==> src/rtl/lvdc_pkg.sv <==
// Shared types and helpers for the duplex buffer register: FSM state encoding
// and the rule that routes memory modules onto channel A or B.
package lvdc_pkg;

   typedef enum logic [1:0] {
      IDLE     = 2'd0,
      CHECK1   = 2'd1,
      SHIFTING = 2'd2
   } state_t;

   localparam logic CHAN_A = 1'b0;
   localparam logic CHAN_B = 1'b1;

   // Even modules feed channel A, odd modules feed channel B.
   function automatic logic chan_of(input int m);
      return (m % 2 == 0) ? CHAN_A : CHAN_B;
   endfunction

endpackage

==> src/rtl/br_channel.sv <==
// One channel of the duplex buffer register: clear/accumulate/load path,
// serial right shift and sticky parity check.
import lvdc_pkg::*;

module br_channel #(
   parameter int WIDTH   = 14,
   parameter int PAR_ODD = 1
) (
   input  logic             clk,
   input  logic             reset,
   input  logic             v1,
   input  logic             busy,
   input  logic             shift_en,
   input  logic             chk_en,
   input  logic             clr_n,
   input  logic [WIDTH-1:0] sa_or,
   input  logic             load,
   input  logic [WIDTH-2:0] tr,
   input  logic             par,
   output logic [WIDTH-1:0] br,
   output logic             perr
);

   localparam logic PAR_BIT = (PAR_ODD != 0);

   logic [WIDTH-1:0] base;
   logic [WIDTH-1:0] tr_word;

   assign base    = clr_n ? br : '0;
   assign tr_word = load ? {par, tr} : '0;

   // The load/clear path only runs when the FSM is idle; shift and check
   // strobes come from the FSM already qualified by V1.
   always_ff @(posedge clk) begin
      if (reset) begin
         br   <= '0;
         perr <= 1'b0;
      end else if (shift_en) begin
         br <= {1'b0, br[WIDTH-1:1]};
      end else if (chk_en) begin
         perr <= perr | ((^br) != PAR_BIT);
      end else if (v1 && !busy) begin
         br <= base | sa_or | tr_word;
         if (!clr_n)
            perr <= 1'b0;
      end
   end

endmodule

==> src/rtl/duplex_buffer_register.sv <==
// Duplex buffer register top: module routing, check/shift FSM with its bit
// counter, A/B miscompare flag and the complemented register outputs.
import lvdc_pkg::*;

module duplex_buffer_register #(
   parameter int WIDTH   = 14,
   parameter int NMOD    = 8,
   parameter int PAR_ODD = 1
) (
   input  logic                  CLK,
   input  logic                  RESET,
   input  logic                  V1,
   input  logic                  CBRN_A,
   input  logic                  CBRN_B,
   input  logic [NMOD*WIDTH-1:0] SA,
   input  logic [NMOD-1:0]       SA_EN,
   input  logic [WIDTH-2:0]      TR_A,
   input  logic [WIDTH-2:0]      TR_B,
   input  logic                  SBRX_A,
   input  logic                  SBRX_B,
   input  logic                  PAR_A,
   input  logic                  PAR_B,
   input  logic                  CHECK,
   input  logic                  SHIFT,
   output logic [WIDTH-1:0]      BRA,
   output logic [WIDTH-1:0]      BRA_N,
   output logic [WIDTH-1:0]      BRB,
   output logic [WIDTH-1:0]      BRB_N,
   output logic                  PERR_A,
   output logic                  PERR_B,
   output logic                  MISCMP,
   output logic                  SER_A,
   output logic                  SER_B,
   output logic                  BUSY,
   output logic [1:0]            DBG_STATE
);

   localparam int CW = $clog2(WIDTH + 1);

   state_t          state_q, state_d;
   logic [CW-1:0]   cnt_q, cnt_d;
   logic            chk_en, shift_en;
   logic [WIDTH-1:0] sa_a, sa_b;

   always_comb begin
      sa_a = '0;
      sa_b = '0;
      for (int m = 0; m < NMOD; m++) begin
         if (SA_EN[m]) begin
            if (chan_of(m) == CHAN_A)
               sa_a = sa_a | SA[m*WIDTH +: WIDTH];
            else
               sa_b = sa_b | SA[m*WIDTH +: WIDTH];
         end
      end
   end

   always_ff @(posedge CLK) begin
      if (RESET) begin
         state_q <= IDLE;
         cnt_q   <= '0;
      end else begin
         state_q <= state_d;
         cnt_q   <= cnt_d;
      end
   end

   // CHECK has priority over SHIFT; both are ignored outside IDLE.
   always_comb begin
      state_d  = state_q;
      cnt_d    = cnt_q;
      chk_en   = 1'b0;
      shift_en = 1'b0;
      case (state_q)
         IDLE: begin
            if (V1 && CHECK) begin
               state_d = CHECK1;
            end else if (V1 && SHIFT) begin
               state_d = SHIFTING;
               cnt_d   = CW'(WIDTH);
            end
         end
         CHECK1: begin
            chk_en = V1;
            if (V1)
               state_d = IDLE;
         end
         SHIFTING: begin
            shift_en = V1;
            if (V1) begin
               cnt_d = cnt_q - CW'(1);
               if (cnt_q == CW'(1))
                  state_d = IDLE;
            end
         end
         default: state_d = IDLE;
      endcase
   end

   assign BUSY      = (state_q != IDLE);
   assign DBG_STATE = state_q;

   br_channel #(.WIDTH(WIDTH), .PAR_ODD(PAR_ODD)) u_chan_a (
      .clk(CLK), .reset(RESET), .v1(V1), .busy(BUSY),
      .shift_en(shift_en), .chk_en(chk_en), .clr_n(CBRN_A),
      .sa_or(sa_a), .load(SBRX_A), .tr(TR_A), .par(PAR_A),
      .br(BRA), .perr(PERR_A)
   );

   br_channel #(.WIDTH(WIDTH), .PAR_ODD(PAR_ODD)) u_chan_b (
      .clk(CLK), .reset(RESET), .v1(V1), .busy(BUSY),
      .shift_en(shift_en), .chk_en(chk_en), .clr_n(CBRN_B),
      .sa_or(sa_b), .load(SBRX_B), .tr(TR_B), .par(PAR_B),
      .br(BRB), .perr(PERR_B)
   );

   // Parity bit is excluded from the miscompare; a double clear resets it.
   always_ff @(posedge CLK) begin
      if (RESET)
         MISCMP <= 1'b0;
      else if (chk_en)
         MISCMP <= MISCMP | (BRA[WIDTH-2:0] != BRB[WIDTH-2:0]);
      else if (V1 && !BUSY && !CBRN_A && !CBRN_B)
         MISCMP <= 1'b0;
   end

   assign BRA_N = ~BRA;
   assign BRB_N = ~BRB;
   assign SER_A = (state_q == SHIFTING) & BRA[0];
   assign SER_B = (state_q == SHIFTING) & BRB[0];

endmodule

==> config.mk <==
export PLATFORM = sky130hd
export DESIGN_NAME = duplex_buffer_register
export DESIGN_NICKNAME = d
export VERILOG_FILES = /design/src/rtl/lvdc_pkg.sv /design/src/rtl/br_channel.sv /design/src/rtl/duplex_buffer_register.sv
export SDC_FILE = /design/constraint.sdc
export NUM_CORES = 1
export LEC_CHECK = 0
export ABC_AREA = 1
export BUFFER_PORTS_ARGS = -buffer_cell sky130_fd_sc_hd__buf_4
export CORE_ASPECT_RATIO = 1.2
export CORE_MARGIN = 5
export CORE_UTILIZATION = 39
export CTS_CLUSTER_SIZE = 16
export DETAILED_ROUTE_END_ITERATION = 16
export GPL_ROUTABILITY_DRIVEN = 0
export PLACE_DENSITY_LB_ADDON = 0.12
export REMOVE_ABC_BUFFERS = 1
export SLEW_MARGIN = 25
export SYNTH_ARGS = -nofsm -noshare
export SYNTH_HDL_FRONTEND = slang
export SYNTH_HIERARCHICAL = 1
export SYNTH_SLANG_ARGS = --single-unit
export TNS_END_PERCENT = 20
==> constraint.sdc <==
create_clock -name CLK -period 1.7 [get_ports CLK]
set_clock_uncertainty 0.2 [all_clocks]
set_input_delay 0.085 -clock CLK [delete_from_list [all_inputs] [get_ports CLK]]
set_output_delay 0.085 -clock CLK [all_outputs]
set_load 0.1 [all_outputs]
==> results.md, run 1 <==
- RSZ-0062 raised after global routing: true
- Share of cells above drive strength 1: approximately a third
- Area after DPL: between 5000 and 6000 sq um
- Max Used Layer: met4
- Starting density of the core: roughly two fifths
- Die Wd: roughly 96 um
- Tmin final: around 1700 ps
- Average cell area after synthesis: around 5.5 sq um
- Residual antenna-violating net count after detailed routing: 0
- Crit Path Class: register to register
- Most frequent cells in the layout: nand2_1 (287), buf_4 (245), inv_1 (72)
- DRT met1 WL: 5800 um
- Min Hold Slack: roughly 0.62 ps
- Sequential share of the synthesized area: 21.3%
- Setup WS post-layout: -13.2 ps
- Pin count of the biggest net entering global routing: 15
- TritonCTS clock tree: done
- Clk_lat worst skew: between 200 and 300 ps
- Via count: around 5500
- Initial antenna violation count: 0
- Avg Vias per Cell: about 5.3
- Ports: 221
- Root buffer cell: clkbuf_8
- Grt total ovfl: 0
- Slew headroom: 67.3%
- Slew Limit Fails: 0
- Fillers: roughly 730
- Total Power: approximately 7.5 mW
- Int Power: just over 3 mW
- Setup crit start kind: register
- H-tree levels: 2
- Most area-hungry cell type in the Yosys netlist: nand2_1
- Outcome: finished, violations left
- Synth warnings: 6
- Layout area overhead: 78.0%
- Reg power frac: 19.1%
- Clock slew at reported path FFs: roughly 80 ps
- Clock power share: 10.7%
- Sw frac: 59.0%
- CTS Sinks: 37
- VDD IR max: 0.623 mV
- GR Util All Layers: between 20% and 30%
- Combinational share of power: a little over two thirds
- DR WL met2: 8300 um
- # Max-Cap Violations: 0
- Worst-margin pin slew: approximately 500 ps
- Core area: 8660 sq um
- Nets: 1074
- Mapped Cells: 630
- FF+latch area: about 760 sq um
- Crit path max fanout: 13
- Routed wl met3: approximately 1500 um
- Vias in the first global route: between 5000 and 6000
- Fmax: between 500 and 600 MHz
- Net switching power figure: ~4.4 mW
- Post-Syn Area: between 3000 and 4000 sq um
- Synth top area cells: nand2_1 (31%), dfxtp_1 (21%), inv_1 (8.2%), o221ai_1 (6.6%), nand4_1 (5.0%)
- Leading cell type in the layout, fill and taps excluded: nand2_1
- DIE AREA: roughly 11000 sq um
- Detailed Place HPWL: about 12000 um
- Worst path arrival time: 1720 ps
- Total wire length: ~16000 um
- Synth top area share: a little under a third
- # setup viols final: 1
- Post-synthesis cell type count: 27
- Total CTS buffers: 5
- HP Class: input pin to register
- Fin crit share: 101%
- Final Util: between 70 and 80%
- Register bit total from synthesis: 37
- DRT Pass-1 Iters: 6
- Row count: 37
- Die height: around 110 um
- First DRT Iteration DRCs: between 300 and 400
- Setup crit end kind: register
- Leakage: about 3.2 nW
- Multi-input gate area: 2420 sq um
- First-pass GRT wire length: 25200 um
- CTS Buffer Depth: 2
- Failing checks: setup timing
- PortBufs: 220
- Remaining DRCs: 0
- Pwr Density: between 1000 and 1500 nW/um^2
- Hold Fails Final Rpt: 0
- DR WL/cell: 15.6 um
- Crit path required time: 1710 ps
- Finished Cell Area: slightly above 6000 sq um
- Antenna fix cells: 0
==> Yosys cell counts <==
| master | n |
|---|---|
| nand4_1 | 28 |
| nand3_1 | 13 |
| buf_2 | 4 |
| a21oi_2 | 2 |
| dfxtp_1 | 37 |
| clkbuf_1 | 14 |
| inv_1 | 76 |
| nor2_2 | 7 |
| nor3_1 | 2 |
| inv_2 | 10 |
| buf_4 | 2 |
| nand3_2 | 3 |
| o31ai_1 | 2 |
| xnor2_1 | 2 |
| o21ai_1 | 1 |
| clkinv_2 | 1 |
| xor2_1 | 2 |
| nor2_1 | 32 |
| or2_2 | 1 |
| nand2_2 | 12 |
| o21ai_0 | 7 |
| a31oi_1 | 11 |
| ha_1 | 2 |
| a221oi_1 | 16 |
| a21oi_1 | 27 |
| o221ai_1 | 26 |
| nand2_1 | 290 |
==> worst max-delay path, stage by stage (launching register included) <==
cell      delay [ps]
dfxtp_2          340
buf_6            130
nor2_4           130
inv_4             60
nor2_4           120
nand2_4           90
nand2_4           80
buf_12           140
o221ai_1         140
a31oi_1          200
==> worst paths after layout <==
path         slack (ps)     startpoint        endpoint  cells after the start
max                 -10   DBG_STATE[1]  u_chan_b/br[3]                      9
max reg2reg         -10   DBG_STATE[1]  u_chan_b/br[3]                      9
min                 0.6         SA[90]  u_chan_a/br[6]                      5
min reg2reg         270  u_chan_b/perr   u_chan_b/perr                      2
==> cell type report <==
class | instances | share of cell area [%]
multi-input cells | 486 | 39.1
inverters | 87 | 5.38
clock buffers | 6 | 1.34
flip-flops and latches | 37 | 12.2
repair buffers | 298 | 39.0
well taps | 117 | 2.37
clock inverters | 2 | 0.607
==> stage by stage <==
stage | setup TNS (ps) | worst slack (ps) | cells
after floorplan | -53110 | -1850 | 610
after global placement | -3350 | -145 | 970
after detailed placement | -6850 | -298 | 970
after CTS | 0 | 10.4 | 1028
after global routing | -179 | -47.6 | 1033
final | -13.2 | -13.2 | 1033
==> routing by layer <==
metal  track usage [%]  vias to the layer above
met2              51.3                      312
met1              33.1                     2472
met5                 0                        -
met3              5.61                       49
li1                  -                     2633
met4              11.2                        0
==> registers in the layout (all words and copies together), names as in the netlist <==
register,flops
u_chan_a/br,14
u_chan_b/br,14
cnt_q,4
DBG_STATE,2
MISCMP,1
u_chan_a/perr,1
u_chan_b/perr,1
==> power groups by stage <==
stage / registers (mW) / clock network, mW / logic (mW)
after floorplan: 2.44 / 0 / 2.50
final: 1.44 / 0.804 / 5.28
after global placement: 1.41 / 0 / 4.89
after CTS: 1.41 / 0.806 / 5.11
after global routing: 1.47 / 0.855 / 5.62
after detailed placement: 1.43 / 0 / 4.97
==> kinds of logic (layout without fill, tap and decap cells) <==
kind of cell,after synthesis,after routing,share of synthesized area [%]
simple gates,388,388,46.5
compound gates,92,92,18.5
buf+inv,107,393,12.0
fa+ha+maj,2,2,0.720
flops,37,37,21.3
xor+xnor,4,4,1.01
==> what timing repair did <==
| action | in CTS | in global routing |
|---|---|---|
| setup buffers | 2 | 4 |
| cloned | 0 | 1 |
| setup endpoints to repair | 31 | 31 |
| hold buffers | 48 | 0 |
| pin swaps | 2 | 7 |
| endpoints found under the hold margin | 32 | 0 |
| resized for setup | 9 | 33 |
Note: power is estimated with default switching activity, not from simulation.
==> inputs of run 2 (changes only) <==
--- a/config.mk
+++ b/config.mk
@@ -9,7 +9,7 @@
 export BUFFER_PORTS_ARGS = -buffer_cell sky130_fd_sc_hd__buf_4
 export CORE_ASPECT_RATIO = 1.2
 export CORE_MARGIN = 5
-export CORE_UTILIZATION = 39
+export CORE_UTILIZATION = 44
 export CTS_CLUSTER_SIZE = 16
 export DETAILED_ROUTE_END_ITERATION = 16
 export GPL_ROUTABILITY_DRIVEN = 0
==> constraint.sdc (replaced) <==
create_clock -name CLK -period 1.79 [get_ports CLK]
set_clock_uncertainty 0.2 [all_clocks]
set_input_delay 0.0895 -clock CLK [delete_from_list [all_inputs] [get_ports CLK]]
set_output_delay 0.0895 -clock CLK [all_outputs]
set_load 0.1 [all_outputs]
==> run 2 against run 1 <==
  * The run now ends clean
  * Non-clock buffer count down 26
  * Clock power shrank 6.2%
  * Count of clock-buffer cells in the layout is the same
  * Sequential power down 4%
  * Cell area fell by 5.6%
  * Register-to-register slack gained 60 ps
  * Hold slack improved by 6.4 ps
  * Critical endpoint is now u_chan_b/br[1]
  * Largest cell class unchanged
==> results.md, run 2 (synthesis gave the netlist of run 1 again) <==
- Outcome: completed
- Fillers: 634 (-14%)
- Setup crit end kind: register
- CTS Buffer Depth: 2 (unchanged)
- Hold Fails Final Rpt: 0 (unchanged)
- Residual antenna-violating net count after detailed routing: 0 (unchanged)
- Clock slew at reported path FFs: 80 ps (about the same)
- Slew Limit Fails: 0 (unchanged)
- Die Wd: 91.1 um (-5.2%)
- Leakage: 3.04 nW (-4.7%)
- Most frequent cells in the layout: nand2_1 (286), buf_4 (232), inv_1 (75)
- TritonCTS clock tree: done
- # setup viols final: 0 (-1)
- Nets: 1050 (-2.2%)
- Post-CTS Setup Bufs: 0 (-2)
- Worst slack, placed: -219 ps (+78.5 ps)
- Pwr Density: 1180 nW/um^2 (-3.1%)
- Clk_lat worst skew: 290 ps (about the same)
- Layout area overhead: 68.0%
- Die height: 107 um (-5.3%)
- HP Start: SA[3]
- Setup TNS: 0 ps (+13.2 ps)
- DIE AREA: 9780 sq um (-10%)
- Crit Path Class: register to register
- Vias in the first global route: 5158 (-4.7%)
- Row count: 35 (-5.4%)
- Leading cell type in the layout, fill and taps excluded: nand2_1
- Crit path max fanout: 9 (-4)
- Worst path arrival time: 1760 ps (+40 ps)
- DRT Pass-1 Iters: 7 (+1)
- Tmin final: 1740 ps (+25.3 ps)
- Total wire length: 15400 um (-4.3%)
- R2R Path Start: u_chan_b/br[1]
- Remaining DRCs: 0 (unchanged)
- Fmax: 575 MHz (-1.5%)
- Setup WS post-layout: 51.4 ps (+64.7 ps)
- Min Hold Slack: 6.98 ps (+6.37 ps)
- Worst-margin pin slew: 445 ps (-44.1 ps)
- GR Util All Layers: 30.1% (+1.4 points)
- Fin crit share: 97.1% (-3.7 points)
- Final Util: 75.7% (+4.3 points)
- Share of cells above drive strength 1: 32.0% (-3.2 points)
- Pin count of the biggest net entering global routing: 15 (unchanged)
- Ports: 221 (unchanged)
- Crit path required time: 1810 ps (+100 ps)
- VDD IR max: 0.964 mV (+55%)
- Grt total ovfl: 0 (unchanged)
- RSZ-0062 raised after global routing: true
- Root buffer cell: clkbuf_8
- Crit path from: u_chan_b/br[1]
- Via count: 5365 (-1.8%)
- HP Class: input pin to register
- DR WL/cell: 15.7 um (+0.50%)
- Core area: 7710 sq um (-11%)
- Avg Vias per Cell: 5.45 (+3.0%)
- Setup crit start kind: register
- Biggest regs: u_chan_a/br: 14 flops, u_chan_b/br: 14 flops, cnt_q: 4 flops
- Initial antenna violation count: 0 (unchanged)
- Total CTS buffers: 5 (unchanged)
- First-pass GRT wire length: 24400 um (-3.1%)
- CTS Sinks: 37 (unchanged)
- First DRT Iteration DRCs: 428 (+11%)
- # Max-Cap Violations: 0 (unchanged)
- Detailed Place HPWL: 12000 um (-3.3%)
- Starting density of the core: 45.1% (+4.9 points)
- H-tree levels: 2 (unchanged)
- Slew headroom: 70.3% (+2.9 points)
- PortBufs: 220 (unchanged)
- Antenna fix cells: 0 (unchanged)
[run 2: cell count changes in the layout (fill, tap and decap cells not counted), sizes merged]
cell          delta
buf             -17
dlygate4sd3      -7
nand2            +2
clkbuf           -1
dlymetal6s4s     -1
[run 2: routing by layer]
metal	track usage, %	vias to the layer above	share of wire, %
met5	0	-	0
met4	13.1	0	4.5
met3	7.13	63	10
met2	53.5	331	49
met1	34.1	2384	36
li1	-	2587	-
[run 2: power by group]
| group | internal (mW) | switching [mW] |
|---|---|---|
| Sequential | 0.993 | 0.391 |
| Combinational | 1.30 | 3.45 |
| Clock | 0.453 | 0.301 |
| Total | 2.74 | 4.14 |
[run 2: layout make-up]
cell class | count | area, sq um | area share, %
well taps | 92 | 115 | 1.97
repair buffers | 272 | 2140 | 36.7
multi-input cells | 488 | 2390 | 40.9
clock inverters | 2 | 37.5 | 0.643
clock buffers | 6 | 82.6 | 1.42
inverters | 87 | 328 | 5.62
flip-flops and latches | 37 | 742 | 12.7
[run 2: path summary, 6_finish.rpt]
path / slack, ps / cells after the start / endpoint
max: 50 / 3 / u_chan_b/br[1]
min: 7 / 5 / u_chan_a/br[3]
min reg2reg: 280 / 2 / u_chan_b/perr
max reg2reg: 50 / 3 / u_chan_b/br[1]
[run 2: timing repair]
action	CTS	global route
resized for setup	5	11
hold endpoints to repair	32	0
pin swaps	1	1
hold buffers	40	0
setup endpoints to repair	26	30
cloned	1	1
[run 2: stage by stage]
stage | instance area [sq um] | std cells | power, mW
after floorplan | 3390 | 610 | 4.70
after global placement | 5240 | 934 | 5.86
after detailed placement | 5240 | 934 | 5.95
after CTS | 5790 | 983 | 6.80
after global routing | 5840 | 984 | 7.27
final | 5840 | 984 | 6.88
[run 2: worst max-delay path, cell delays in order (launching register included)]
cell and delay (ps):
dfxtp_1 600, a221oi_1 160, dlygate4sd3_1 580, a21oi_1 130
